--- config.mk ---
export PLATFORM = sky130hd
export DESIGN_NAME = grf_write_port_flat
export DESIGN_NICKNAME = d
export VERILOG_FILES = /design/src/rtl/grf_write_port_pkg.sv /design/src/rtl/grf_write_port_if.sv /design/src/rtl/grf_wb_fifo.sv /design/src/rtl/grf_write_port.sv /design/src/flat_wrapper.sv
export SDC_FILE = /design/constraint.sdc
export NUM_CORES = 1
export LEC_CHECK = 0
export BUFFER_PORTS_ARGS = -buffer_cell sky130_fd_sc_hd__buf_4
export CAP_MARGIN = 20
export CORE_MARGIN = 8
export CORE_UTILIZATION = 55
export DETAILED_ROUTE_END_ITERATION = 10
export GPL_ROUTABILITY_DRIVEN = 1
export PLACE_DENSITY = 0.88
export SLEW_MARGIN = 20
export SYNTH_ARGS = -nofsm -noshare
export SYNTH_HDL_FRONTEND = slang
export SYNTH_HIERARCHICAL = 1
export SYNTH_SLANG_ARGS = --single-unit
--- constraint.sdc ---
create_clock -name clk -period 7.4 [get_ports clk]
set_clock_uncertainty 0.1 [all_clocks]
set_input_delay 0.74 -clock clk [delete_from_list [all_inputs] [get_ports clk]]
set_output_delay 0.74 -clock clk [all_outputs]
set_load 0.02 [all_outputs]
--- src/rtl/grf_write_port_pkg.sv ---
// grf_write_port_pkg: register-file widths and the hardwired-zero register address.
package grf_write_port_pkg;
    localparam int AW = 5;
    localparam int DW = 32;
    localparam logic [AW-1:0] REG_ZERO = 5'd0;
endpackage

--- src/rtl/grf_write_port_if.sv ---
// grf_write_port_if: writeback, slow-request, register-file and bypass-lookup signals.
interface grf_write_port_if
    import grf_write_port_pkg::*;
#(
    parameter int DEPTH = 4
);
    logic                   PipeWriteEnable;
    logic [AW-1:0]          PipeWriteAddress;
    logic [DW-1:0]          PipeWriteData;
    logic                   SlowWriteValid;
    logic                   SlowWriteReady;
    logic [AW-1:0]          SlowWriteAddress;
    logic [DW-1:0]          SlowWriteData;
    logic                   WriteEnable;
    logic [AW-1:0]          WriteAddress;
    logic [DW-1:0]          WriteData;
    logic [AW-1:0]          LookupAddress1;
    logic [AW-1:0]          LookupAddress2;
    logic                   LookupHit1;
    logic                   LookupHit2;
    logic [DW-1:0]          LookupData1;
    logic [DW-1:0]          LookupData2;
    logic [$clog2(DEPTH):0] Pending;

    modport master (
        output PipeWriteEnable, PipeWriteAddress, PipeWriteData,
        output SlowWriteValid, SlowWriteAddress, SlowWriteData,
        output LookupAddress1, LookupAddress2,
        input  SlowWriteReady, WriteEnable, WriteAddress, WriteData,
        input  LookupHit1, LookupHit2, LookupData1, LookupData2, Pending
    );
    modport slave (
        input  PipeWriteEnable, PipeWriteAddress, PipeWriteData,
        input  SlowWriteValid, SlowWriteAddress, SlowWriteData,
        input  LookupAddress1, LookupAddress2,
        output SlowWriteReady, WriteEnable, WriteAddress, WriteData,
        output LookupHit1, LookupHit2, LookupData1, LookupData2, Pending
    );
endinterface

--- src/rtl/grf_wb_fifo.sv ---
// grf_wb_fifo: circular slow-write buffer with per-entry kill bits, exposed oldest-first for arbitration and bypass.
module grf_wb_fifo
    import grf_write_port_pkg::*;
#(
    parameter int DEPTH = 4,
    localparam int PW = $clog2(DEPTH)
) (
    input  logic                      clk,
    input  logic                      rst_n,
    input  logic                      push,
    input  logic [AW-1:0]             push_addr,
    input  logic [DW-1:0]             push_data,
    input  logic                      pop,
    input  logic                      kill,
    input  logic [AW-1:0]             kill_addr,
    output logic [PW:0]               count,
    output logic [DEPTH-1:0][AW-1:0]  age_addr,
    output logic [DEPTH-1:0][DW-1:0]  age_data,
    output logic [DEPTH-1:0]          age_live
);
    logic [DEPTH-1:0][AW-1:0] addr_q;
    logic [DEPTH-1:0][DW-1:0] data_q;
    logic [DEPTH-1:0]         dead;
    logic [PW-1:0]            head, tail;

    always_ff @(posedge clk) begin
        if (!rst_n) begin
            head  <= '0;
            tail  <= '0;
            count <= '0;
            dead  <= '0;
        end else begin
            for (int i = 0; i < DEPTH; i++)
                if (kill && addr_q[i] == kill_addr) dead[i] <= 1'b1;
            // the push slot is unoccupied, so clearing its kill bit here makes a same-edge push live
            if (push) begin
                addr_q[tail] <= push_addr;
                data_q[tail] <= push_data;
                dead[tail]   <= 1'b0;
                tail         <= tail + 1'b1;
            end
            if (pop) head <= head + 1'b1;
            count <= count + (PW+1)'(push) - (PW+1)'(pop);
        end
    end

    always_comb begin
        age_addr = '0;
        age_data = '0;
        age_live = '0;
        for (int i = 0; i < DEPTH; i++) begin
            age_addr[i] = addr_q[head + PW'(i)];
            age_data[i] = data_q[head + PW'(i)];
            age_live[i] = ((PW+1)'(i) < count) && !dead[head + PW'(i)];
        end
    end
endmodule

--- src/rtl/grf_write_port.sv ---
// grf_write_port: merges pipeline and slow writebacks onto one registered register-file write port with bypass lookup.
module grf_write_port
    import grf_write_port_pkg::*;
#(
    parameter int DEPTH = 4
) (
    input logic            clk,
    input logic            Reset,
    grf_write_port_if.slave bus
);
    localparam int PW = $clog2(DEPTH);

    logic                     pipe_go, push, pop;
    logic [PW:0]              count;
    logic [DEPTH-1:0][AW-1:0] age_addr;
    logic [DEPTH-1:0][DW-1:0] age_data;
    logic [DEPTH-1:0]         age_live;
    logic [DW:0]              look1, look2;

    assign bus.SlowWriteReady = Reset && (count < (PW+1)'(DEPTH));
    assign pipe_go = bus.PipeWriteEnable && bus.PipeWriteAddress != REG_ZERO;
    assign push    = bus.SlowWriteValid && bus.SlowWriteReady && bus.SlowWriteAddress != REG_ZERO;
    assign pop     = !pipe_go && count != '0;
    assign bus.Pending = count;

    grf_wb_fifo #(.DEPTH(DEPTH)) u_fifo (
        .clk       (clk),
        .rst_n     (Reset),
        .push      (push),
        .push_addr (bus.SlowWriteAddress),
        .push_data (bus.SlowWriteData),
        .pop       (pop),
        .kill      (pipe_go),
        .kill_addr (bus.PipeWriteAddress),
        .count     (count),
        .age_addr  (age_addr),
        .age_data  (age_data),
        .age_live  (age_live)
    );

    always_ff @(posedge clk) begin
        if (!Reset) begin
            bus.WriteEnable  <= 1'b0;
            bus.WriteAddress <= '0;
            bus.WriteData    <= '0;
        end else if (pipe_go) begin
            bus.WriteEnable  <= 1'b1;
            bus.WriteAddress <= bus.PipeWriteAddress;
            bus.WriteData    <= bus.PipeWriteData;
        end else begin
            bus.WriteEnable <= pop && age_live[0];
            if (pop && age_live[0]) begin
                bus.WriteAddress <= age_addr[0];
                bus.WriteData    <= age_data[0];
            end
        end
    end

    // oldest-to-youngest scan so the youngest live FIFO match overrides the output register
    always_comb begin
        look1 = {bus.WriteEnable && bus.WriteAddress == bus.LookupAddress1, bus.WriteData};
        look2 = {bus.WriteEnable && bus.WriteAddress == bus.LookupAddress2, bus.WriteData};
        for (int i = 0; i < DEPTH; i++) begin
            if (age_live[i] && age_addr[i] == bus.LookupAddress1) look1 = {1'b1, age_data[i]};
            if (age_live[i] && age_addr[i] == bus.LookupAddress2) look2 = {1'b1, age_data[i]};
        end
    end

    assign bus.LookupHit1  = look1[DW] && bus.LookupAddress1 != REG_ZERO;
    assign bus.LookupHit2  = look2[DW] && bus.LookupAddress2 != REG_ZERO;
    assign bus.LookupData1 = look1[DW-1:0];
    assign bus.LookupData2 = look2[DW-1:0];
endmodule

--- src/flat_wrapper.sv ---
// flat-port wrapper written by rule: the top's interface ports become plain ports
module grf_write_port_flat import grf_write_port_pkg::*;
#(
    parameter int DEPTH = 4
)
  (clk, Reset, bus_PipeWriteEnable, bus_PipeWriteAddress, bus_PipeWriteData, bus_SlowWriteValid, bus_SlowWriteAddress, bus_SlowWriteData, bus_LookupAddress1, bus_LookupAddress2, bus_SlowWriteReady, bus_WriteEnable, bus_WriteAddress, bus_WriteData, bus_LookupHit1, bus_LookupHit2, bus_LookupData1, bus_LookupData2, bus_Pending);
  grf_write_port_if #(.DEPTH(DEPTH)) bus_i ();
  input logic clk;
  input logic Reset;
  input wire logic [$bits(bus_i.PipeWriteEnable)-1:0] bus_PipeWriteEnable;
  input wire logic [$bits(bus_i.PipeWriteAddress)-1:0] bus_PipeWriteAddress;
  input wire logic [$bits(bus_i.PipeWriteData)-1:0] bus_PipeWriteData;
  input wire logic [$bits(bus_i.SlowWriteValid)-1:0] bus_SlowWriteValid;
  input wire logic [$bits(bus_i.SlowWriteAddress)-1:0] bus_SlowWriteAddress;
  input wire logic [$bits(bus_i.SlowWriteData)-1:0] bus_SlowWriteData;
  input wire logic [$bits(bus_i.LookupAddress1)-1:0] bus_LookupAddress1;
  input wire logic [$bits(bus_i.LookupAddress2)-1:0] bus_LookupAddress2;
  output wire logic [$bits(bus_i.SlowWriteReady)-1:0] bus_SlowWriteReady;
  output wire logic [$bits(bus_i.WriteEnable)-1:0] bus_WriteEnable;
  output wire logic [$bits(bus_i.WriteAddress)-1:0] bus_WriteAddress;
  output wire logic [$bits(bus_i.WriteData)-1:0] bus_WriteData;
  output wire logic [$bits(bus_i.LookupHit1)-1:0] bus_LookupHit1;
  output wire logic [$bits(bus_i.LookupHit2)-1:0] bus_LookupHit2;
  output wire logic [$bits(bus_i.LookupData1)-1:0] bus_LookupData1;
  output wire logic [$bits(bus_i.LookupData2)-1:0] bus_LookupData2;
  output wire logic [$bits(bus_i.Pending)-1:0] bus_Pending;
  assign bus_i.PipeWriteEnable = bus_PipeWriteEnable;
  assign bus_i.PipeWriteAddress = bus_PipeWriteAddress;
  assign bus_i.PipeWriteData = bus_PipeWriteData;
  assign bus_i.SlowWriteValid = bus_SlowWriteValid;
  assign bus_i.SlowWriteAddress = bus_SlowWriteAddress;
  assign bus_i.SlowWriteData = bus_SlowWriteData;
  assign bus_i.LookupAddress1 = bus_LookupAddress1;
  assign bus_i.LookupAddress2 = bus_LookupAddress2;
  assign bus_SlowWriteReady = bus_i.SlowWriteReady;
  assign bus_WriteEnable = bus_i.WriteEnable;
  assign bus_WriteAddress = bus_i.WriteAddress;
  assign bus_WriteData = bus_i.WriteData;
  assign bus_LookupHit1 = bus_i.LookupHit1;
  assign bus_LookupHit2 = bus_i.LookupHit2;
  assign bus_LookupData1 = bus_i.LookupData1;
  assign bus_LookupData2 = bus_i.LookupData2;
  assign bus_Pending = bus_i.Pending;
  grf_write_port #(.DEPTH(DEPTH)) u_core (.clk(clk), .Reset(Reset), .bus(bus_i));
endmodule
==> flow_metrics.tcl, run 1 <==
set metrics [dict create \
    vias 11600 \
    fin_crit_sh 0.782 \
    vias_per_cell 7.29 \
    cts_buffers 17 \
    ctsRootBufferMaster "clkbuf_16" \
    ys_warn_count 6 \
    grt_pass1_wl_um 63500 \
    fin_util 0.638 \
    async_flop_share 0 \
    row_count 58 \
    clkPwrFrac 0.195 \
    dp.cells 1554 \
    max_freq_mhz 173 \
    syn_to_final_growth_pct 13.7 \
    start_kind "register" \
    die_height_um 176 \
    power.density_mw_per_mm2 298 \
    gp_congestion 0.928 \
    post_drt_wl_per_cell_um 26.8 \
    hold_buffers 0 \
    path_clk_slew_ns 0.08 \
    fin_crit_ns 5.79 \
    cts_resized 0 \
    nets 1341 \
    start_util 0.561 \
    first_global_vias 11400 \
    setup_violations 0 \
    critical_path_class "register to primary output" \
    relSlewSlack 0.237 \
    clock_path_buffers 2 \
    critical_path.max_stage_delay_ns 0.87 \
    yosysSeqAreaShare 0.384 \
    synth_edf_count 148 \
    cap_viol_max_count 0 \
    slew_violations 0 \
    p_int_mw 2.83 \
    yosys_register_bits 197 \
    drt_iter0_drc 2078 \
    worstPathMaxFanout 50 \
    routed_wl_um 42600 \
    synth_cell_types 41 \
    synth.most_common_cell "mux4_2" \
    critPathCaptureType "primary output" \
    post_cts_buffers 0 \
    worst_slew_pin_slew_ns 1.14 \
    drive_above_1_share 0.347 \
    power.total_mw 4.78 \
    synthTopCellsByArea "edfxtp_1, mux4_2, dfxtp_1" \
    drc_errors 0 \
    timing.hold.ws_ns 0.385 \
    min_path_type "input pin to register" \
    rsz0062_at_grt "no" \
    floorplan.die_area_mm2 0.0311 \
    seqPwrFrac 0.295 \
    ir_drop_uv 213 \
    dpl_cell_area_mm2 0.0154 \
    hold_violations 0 \
    syn_inst 1144 \
    critical_path.cell_chain "buf_4 -> mux4_2 -> a21oi_4 -> nand2_1 -> or2_2 -> a211oi_2 -> o31ai_1 -> buf_4" \
    finalSetupTns_ns 0 \
    ys.flop_type "edfxtp_1" \
    h-tree-depth 4 \
    grt_overflow 0 \
    setup_slack_ns 1.61 \
    synth_top_area_share 0.315 \
    ioPinCount 196 \
    cts_tree "yes" \
    avgSynthCellArea_um2 12.4 \
    antenna_found_initial 2 \
    grt_start_max_net_pins 90 \
    cp.required_ns 6.56 \
    crit_top_cell "buf_4" \
    clkLatencyLatePin_ns 0.45 \
    swShare 0.408 \
    grt.total_usage 0.264 \
    port_buffers 195 \
    netlist_top_cells_count "mux4_2, edfxtp_1, nor2_1" \
    pre_cts_slack_ns 2.16 \
    switching_power_mw 1.95 \
    p_comb_frac 0.510 \
    cp.arrival_ns 4.95 \
    die_x_um 176 \
    mappedNetlistArea_mm2 0.0141 \
    cellLeakagePower_nw 5.68 \
    core_area_mm2 0.0252 \
    drt-pass1-iter-count 6 \
    status "completed" \
    cpMaxStageDelayCell "dfxtp_4" \
    ant_nets 0 \
    dp_hpwl_um 27100 \
    yosysTopAreaCell "edfxtp_1" \
    fin_cells 1588 \
    final_area_mm2 0.0161 \
    synthesis.nets 1241 \
    cts_sinks 197 \
]
==> cell type report <==
class                      instances  area [um2]
fill                            1798        9110
multi-input combinational        806        7990
sequential                       197        5430
timing repair buffer             210        1600
clock buffer                      18         429
tap                              330         413
clock inverter                    14         160
inverter                          12        45.0
antenna                            1        2.50
==> worst paths after layout <==
check,from,endpoint,slack [ns],cells past startpoint
hold reg to reg,u_core/u_fifo/dead[2],u_core/u_fifo/dead[2],0.44,2
setup / recovery,u_core/u_fifo/head[0],bus_LookupData2[25],1.61,8
setup reg to reg,u_core/u_fifo/head[0],u_core/bus.WriteData[21],2.93,9
hold / removal,bus_SlowWriteData[17],u_core/u_fifo/data_q[81],0.38,1
==> critical path, delay by kind of cell, from the launching register on <==
| kind | cells | cell delay, ns |
|---|---|---|
| simple gates | 2 | 1.11 |
| mux | 1 | 0.45 |
| compound gates | 3 | 1.05 |
| flops | 1 | 0.87 |
| buf+inv | 2 | 1.00 |
==> per-layer routing <==
| layer | up-vias | global-route usage | routed length [um] |
|---|---|---|---|
| li1 | 4804 | - | - |
| met1 | 5526 | 0.326 | 14700 |
| met2 | 1038 | 0.414 | 20300 |
| met3 | 204 | 0.0669 | 5410 |
| met4 | 2 | 0.160 | 2140 |
| met5 | - | 0 | 13 |
==> placed cells by master, fill, tap and decap left out, types with 12 or more instances in the layout <==
cell,instances
xor2_1,26
nand2_1,47
clkbuf_16,17
o211a_1,38
mux4_2,152
mux2i_1,34
edfxtp_1,148
inv_1,12
a211oi_1,48
o31ai_1,64
nor2_1,124
a22oi_1,64
a211oi_2,16
xnor2_1,46
buf_4,208
nand3_1,64
nand4_1,12
dfxtp_1,47
==> flip-flops by register name (all words and copies together), names as in the netlist <==
signal                   cells
u_core/u_fifo/data_q       128
u_core/u_fifo/tail           2
u_core/u_fifo/addr_q        20
u_core/bus.WriteData        32
u_core/bus.WriteEnable       1
u_core/u_fifo/dead           4
u_core/u_fifo/count          3
u_core/u_fifo/head           2
u_core/bus.WriteAddress      5
==> logic make-up after synthesis <==
group                    synth area share
multiplexers                        0.266
AO/OA/AOI/OAI                       0.146
buffers and inverters              0.0568
flip-flops                          0.384
adder cells (fa/ha/maj)           0.00850
XOR/XNOR                           0.0459
AND/OR/NAND/NOR                    0.0924
==> power by group through the flow <==
stage | logic [mW] | registers (mW) | clock network [mW]
3_3_place_gp | 2.34 | 1.43 | 0
2_1_floorplan | 1.81 | 1.38 | 0
4_1_cts | 2.41 | 1.41 | 0.940
5_1_grt | 2.55 | 1.43 | 0.987
6_report | 2.44 | 1.41 | 0.933
3_5_place_dp | 2.39 | 1.43 | 0
Note: power is estimated with default switching activity, not from simulation.
==> run 2, diff against run 1 <==
--- a/config.mk
+++ b/config.mk
@@ -8,7 +8,7 @@
 export BUFFER_PORTS_ARGS = -buffer_cell sky130_fd_sc_hd__buf_4
 export CAP_MARGIN = 20
 export CORE_MARGIN = 8
-export CORE_UTILIZATION = 55
+export CORE_UTILIZATION = 53
 export DETAILED_ROUTE_END_ITERATION = 10
 export GPL_ROUTABILITY_DRIVEN = 1
 export PLACE_DENSITY = 0.88
==> constraint.sdc (replaced) <==
create_clock -name clk -period 4.82 [get_ports clk]
set_clock_uncertainty 0.1 [all_clocks]
set_input_delay 0.482 -clock clk [delete_from_list [all_inputs] [get_ports clk]]
set_output_delay 0.482 -clock clk [all_outputs]
set_load 0.02 [all_outputs]
==> run 2 against run 1 <==
Worst hold slack got worse by 0.24 ns. Non-clock buffer count rose by 15. Flip-flop and latch count did not move. Via count rose by 1.3%. Global-route usage rose by 0.076 points. Sequential share of layout area fell by 0.40 points. Worst setup slack got worse by 1.5 ns. Cell count rose by 1.3%. First-iteration DRC count fell by 2.1%. Critical path depth fell by 1.
==> flow_metrics.tcl, run 2 (synthesis gave the netlist of run 1 again) <==
set metrics [dict create \
    ir_drop_uv 357 \
    fin_util 0.622 \
    met3_usage 0.0676 \
    critPathCaptureType "primary output" \
    rrSetupSlack_ns 1.26 \
    rr_endpoint "u_core/bus.WriteData[21]" \
    cts_sinks 197 \
    drive_above_1_share 0.355 \
    core_area_mm2 0.0261 \
    critPathLaunch "u_core/u_fifo/head[0]" \
    ioPinCount 196 \
    grt.met1_usage 0.319 \
    ctsRootBufferMaster "clkbuf_16" \
    ff2ff_path_depth 8 \
    cts_tree "yes" \
    die_height_um 179 \
    max_flop_register "u_core/u_fifo/data_q" \
    hold_violations 0 \
    floorplan.die_area_mm2 0.0321 \
    gp_congestion 1.01 \
    grt_pass1_wl_um 64500 \
    start_util 0.541 \
    cts_buffers 17 \
    power.density_mw_per_mm2 460 \
    post_drt_wl_per_cell_um 27.0 \
    cts_resized 0 \
    worst_slew_pin_slew_ns 1.18 \
    h-tree-depth 4 \
    hold_buffers 0 \
    status "completed" \
    mostFrequentLayoutCells "buf_4, mux4_2, edfxtp_1, nor2_1" \
    path_clk_slew_ns 0.07 \
    clock_path_buffers 2 \
    dpl_cell_area_mm2 0.0156 \
    start_kind "register" \
    ant_nets 0 \
    grt_use_met2 0.425 \
    rsz0062_at_grt "no" \
    fin_crit_sh 0.967 \
    worstPathMaxFanout 47 \
    crit_path_end "bus_LookupData2[16]" \
    grt_overflow 0 \
    dp_hpwl_um 29000 \
    port_buffers 195 \
    cp.arrival_ns 4.08 \
    vias_per_cell 7.29 \
    final_common_cell "buf_4" \
    relSlewSlack 0.214 \
    cellLeakagePower_nw 5.78 \
    grt.total_usage 0.265 \
    fin_cells 1608 \
    die_x_um 179 \
    drt-pass1-iter-count 6 \
    timing.hold.ws_ns 0.143 \
    busiest_layer "met2" \
    routed_wl_um 43400 \
    critical_path_class "register to primary output" \
    syn_to_final_growth_pct 15.1 \
    dp.cells 1575 \
    cp.required_ns 4.24 \
    post_cts_buffers 0 \
    max_freq_mhz 214 \
    grt_start_max_net_pins 76 \
    row_count 59 \
    clkLatencyLatePin_ns 0.43 \
    setup_violations 0 \
    reg_top3 "u_core/u_fifo/data_q x128, u_core/bus.WriteData x32, u_core/u_fifo/addr_q x20" \
    vias 11700 \
    antenna_found_initial 1 \
    final_area_mm2 0.0163 \
    slew_violations 0 \
    first_global_vias 11500 \
    r2r-start "u_core/u_fifo/head[1]" \
    drt_iter0_drc 2035 \
    nets 1356 \
    cap_viol_max_count 0 \
    finalSetupTns_ns 0 \
    min_path_type "input pin to register" \
    fin_crit_ns 4.66 \
    drc_errors 0 \
    largest_reg_flops 128 \
]
[run 2: critical path, stage by stage, from the launching register on]
cell      delay, ns
dfxtp_4        0.58
buf_4          0.70
mux4_2         0.42
a211oi_2       0.23
nand2_1        0.17
o21bai_4       0.93
o31ai_1        0.34
buf_4          0.25
[run 2: area by class of cell]
type	instances	area (um2)
Sequential cell	197	5430
Timing Repair Buffer	225	1750
Clock inverter	14	200
Clock buffer	18	429
Inverter	12	45.0
Fill cell	1934	9870
Multi-Input combinational cell	806	7980
Tap cell	335	419
Antenna cell	1	2.50
[run 2: per-layer routing]
layer,vias to the layer above,share of wire
met5,-,0
met4,0,0.057
met3,246,0.13
met2,1090,0.47
met1,5565,0.34
li1,4820,-
[run 2: per-stage QoR]
stage               worst slack (ns)  total power [mW]
floorplan                       1.48              4.90
global placement               0.784              5.80
detailed placement             0.714              5.89
CTS                            0.248              7.43
global route                  0.0330              7.77
finish                         0.157              7.47
[run 2: how the worst min path moves through the flow]
stage                                startpoint  cells after the start                        end
final                      bus_SlowWriteData[8]                      1  u_core/u_fifo/data_q[104]
after global routing       bus_SlowWriteData[8]                      1  u_core/u_fifo/data_q[104]
after CTS                  bus_SlowWriteData[5]                      1  u_core/u_fifo/data_q[101]
after detailed placement  u_core/u_fifo/dead[2]                      2      u_core/u_fifo/dead[2]
after global placement    u_core/u_fifo/dead[2]                      2      u_core/u_fifo/dead[2]
after floorplan           u_core/u_fifo/dead[1]                      2      u_core/u_fifo/dead[1]
[run 2: power breakdown]
part	internal, mW	switching [mW]	leakage (nW)
Sequential	1.93	0.176	1.74
Combinational	1.70	2.14	3.74
Clock	0.877	0.655	0.303
Total	4.50	2.97	5.78
==> run 3, diff against run 2 <==
--- a/config.mk
+++ b/config.mk
@@ -12,6 +12,8 @@
 export DETAILED_ROUTE_END_ITERATION = 10
 export GPL_ROUTABILITY_DRIVEN = 1
 export PLACE_DENSITY = 0.88
+export RECOVER_POWER = 50
+export REMOVE_ABC_BUFFERS = 1
 export SLEW_MARGIN = 20
 export SYNTH_ARGS = -nofsm -noshare
 export SYNTH_HDL_FRONTEND = slang
==> run 3 against run 2 <==
The flow now finishes with violations (max-capacitance violations, max-slew violations). Fmax grew 2.1%. Cell count is 0.19% lower. Power shrank 3.1%. Core utilization shrank 1.6 points. Clock power fell by 8%. Worst setup slack better by 0.096 ns. Routed wire length is 0.50% lower. Worst hold slack improved by 0.035 ns. Highest routed layer is now met5.
==> flow_metrics.tcl, run 3 (synthesis gave the netlist of run 1 again) <==
set metrics [dict create \
    status "complete, but fails checks" \
    failed_checks "max-capacitance violations, max-slew violations" \
    port_buffers 195 \
    rsz0062_at_grt "no" \
    cellLeakagePower_nw 5.43 \
    power.density_mw_per_mm2 457 \
    setup_slack_ns 0.253 \
    drt-pass1-iter-count 8 \
    post_drt_wl_per_cell_um 26.9 \
    cap_viol_max_count 3 \
    fin_cells 1605 \
    max_flop_register "u_core/u_fifo/data_q" \
    hold_violations 0 \
    dp.cells 1573 \
    vias_per_cell 7.26 \
    nets 1354 \
    cp.arrival_ns 3.98 \
    finalSetupTns_ns 0 \
    fin_util 0.606 \
    relSlewSlack -0.561 \
    clkLatencyLatePin_ns 0.44 \
    drive_above_1_share 0.288 \
    setup_violations 0 \
    fin_crit_sh 0.947 \
    area.sequential_mm2 0.00543 \
    start_util 0.541 \
    cts_tree "yes" \
    floorplan.die_area_mm2 0.0321 \
    rr_endpoint "u_core/u_fifo/data_q[115]" \
    grt_pass1_wl_um 65400 \
    reg_top3 "u_core/u_fifo/data_q x128, u_core/bus.WriteData x32, u_core/u_fifo/addr_q x20" \
    rrSetupSlack_ns 1.00 \
    final_area_mm2 0.0158 \
    routed_wl_um 43100 \
    antenna_found_initial 2 \
    fin_crit_ns 4.57 \
    dp_hpwl_um 28200 \
    drt_iter0_drc 1451 \
    cts_sinks 197 \
    vias 11700 \
    ff2ff_path_depth 4 \
    critPathCaptureType "primary output" \
    ir_drop_uv 277 \
    ioPinCount 196 \
    row_count 59 \
    mostFrequentLayoutCells "mux4_2, edfxtp_1, buf_4, nor2_1, clkbuf_1" \
    diodes 0 \
    crit_path_end "bus_LookupData2[12]" \
    core_area_mm2 0.0261 \
    critPathLaunch "u_core/u_fifo/head[0]" \
    slew_violations 114 \
    worstPathMaxFanout 38 \
    grt.total_usage 0.266 \
    multi_input_area_mm2 0.00797 \
    ctsRootBufferMaster "clkbuf_16" \
    cp.required_ns 4.24 \
    final_common_cell "mux4_2" \
    start_kind "register" \
    worst_slew_pin_slew_ns 2.34 \
    clock_path_buffers 2 \
    cts_buffers 17 \
    grt_start_max_net_pins 81 \
    pre_cts_slack_ns 0.746 \
    hold_buffers 0 \
    min_path_type "input pin to register" \
    ant_nets 0 \
    syn_to_final_growth_pct 12.1 \
    grt_overflow 0 \
    drc_errors 0 \
    die_height_um 179 \
    first_global_vias 11500 \
    h-tree-depth 4 \
    critical_path_class "register to primary output" \
    dpl_cell_area_mm2 0.0156 \
    largest_reg_flops 128 \
    gp_congestion 0.967 \
    r2r-start "u_core/u_fifo/count[2]" \
    die_x_um 179 \
    nFillCells 2040 \
    max_freq_mhz 219 \
    path_clk_slew_ns 0.08 \
]
## run 3: worst min path at each step
| stage | slack (ns) | endpoint | cells past startpoint | startpoint |
|---|---|---|---|---|
| after floorplan | 0.38 | u_core/u_fifo/dead[1] | 2 | u_core/u_fifo/dead[1] |
| after global placement | 0.40 | u_core/u_fifo/dead[1] | 2 | u_core/u_fifo/dead[1] |
| after detailed placement | 0.42 | u_core/u_fifo/dead[1] | 2 | u_core/u_fifo/dead[1] |
| after CTS | 0.12 | u_core/u_fifo/data_q[72] | 1 | bus_SlowWriteData[8] |
| after global routing | 0.16 | u_core/bus.WriteData[27] | 2 | bus_PipeWriteData[27] |
| final | 0.18 | u_core/bus.WriteData[27] | 2 | bus_PipeWriteData[27] |
## run 3: cell type report
type                       count  area share
sequential                   197       0.343
inverter                      12     0.00284
timing repair buffer         223      0.0880
clock inverter                15     0.00980
tap                          335      0.0265
multi-input combinational    806       0.503
clock buffer                  17      0.0269
## run 3: power breakdown
part | internal (mW) | switching (mW)
Clock | 0.691 | 0.711
Sequential | 1.93 | 0.156
Combinational | 1.63 | 2.13
## run 3: critical path, cell delays in order, from the launching register on
cell and delay, ns:
dfxtp_4 0.58, buf_4 0.58, mux4_2 0.62, xnor2_1 0.19, nand4_1 0.23, o21bai_4 0.67, buf_4 0.36, o31ai_1 0.12
buf_4 0.17
## run 3: metrics by stage
stage	hold slack (ns)	total power [mW]
detailed placement	0.419	5.90
finish	0.178	7.24
floorplan	0.376	5.05
global route	0.162	7.57
CTS	0.123	7.31
global placement	0.405	5.80
## run 3: per-layer routing
metal / up-vias / track usage / wire length, um
met3: 148 / 0.0663 / 5210
li1: 4819 / - / -
met5: - / 0 / 27
met1: 5777 / 0.336 / 16000
met4: 4 / 0.111 / 1470
met2: 906 / 0.432 / 20400
## run 3: repair_timing
| item | CTS | global route |
|---|---|---|
| endpoints found under the setup margin | 0 | 1 |
| gates resized for setup | 0 | 1 |
| buffers inserted | 0 | 0 |
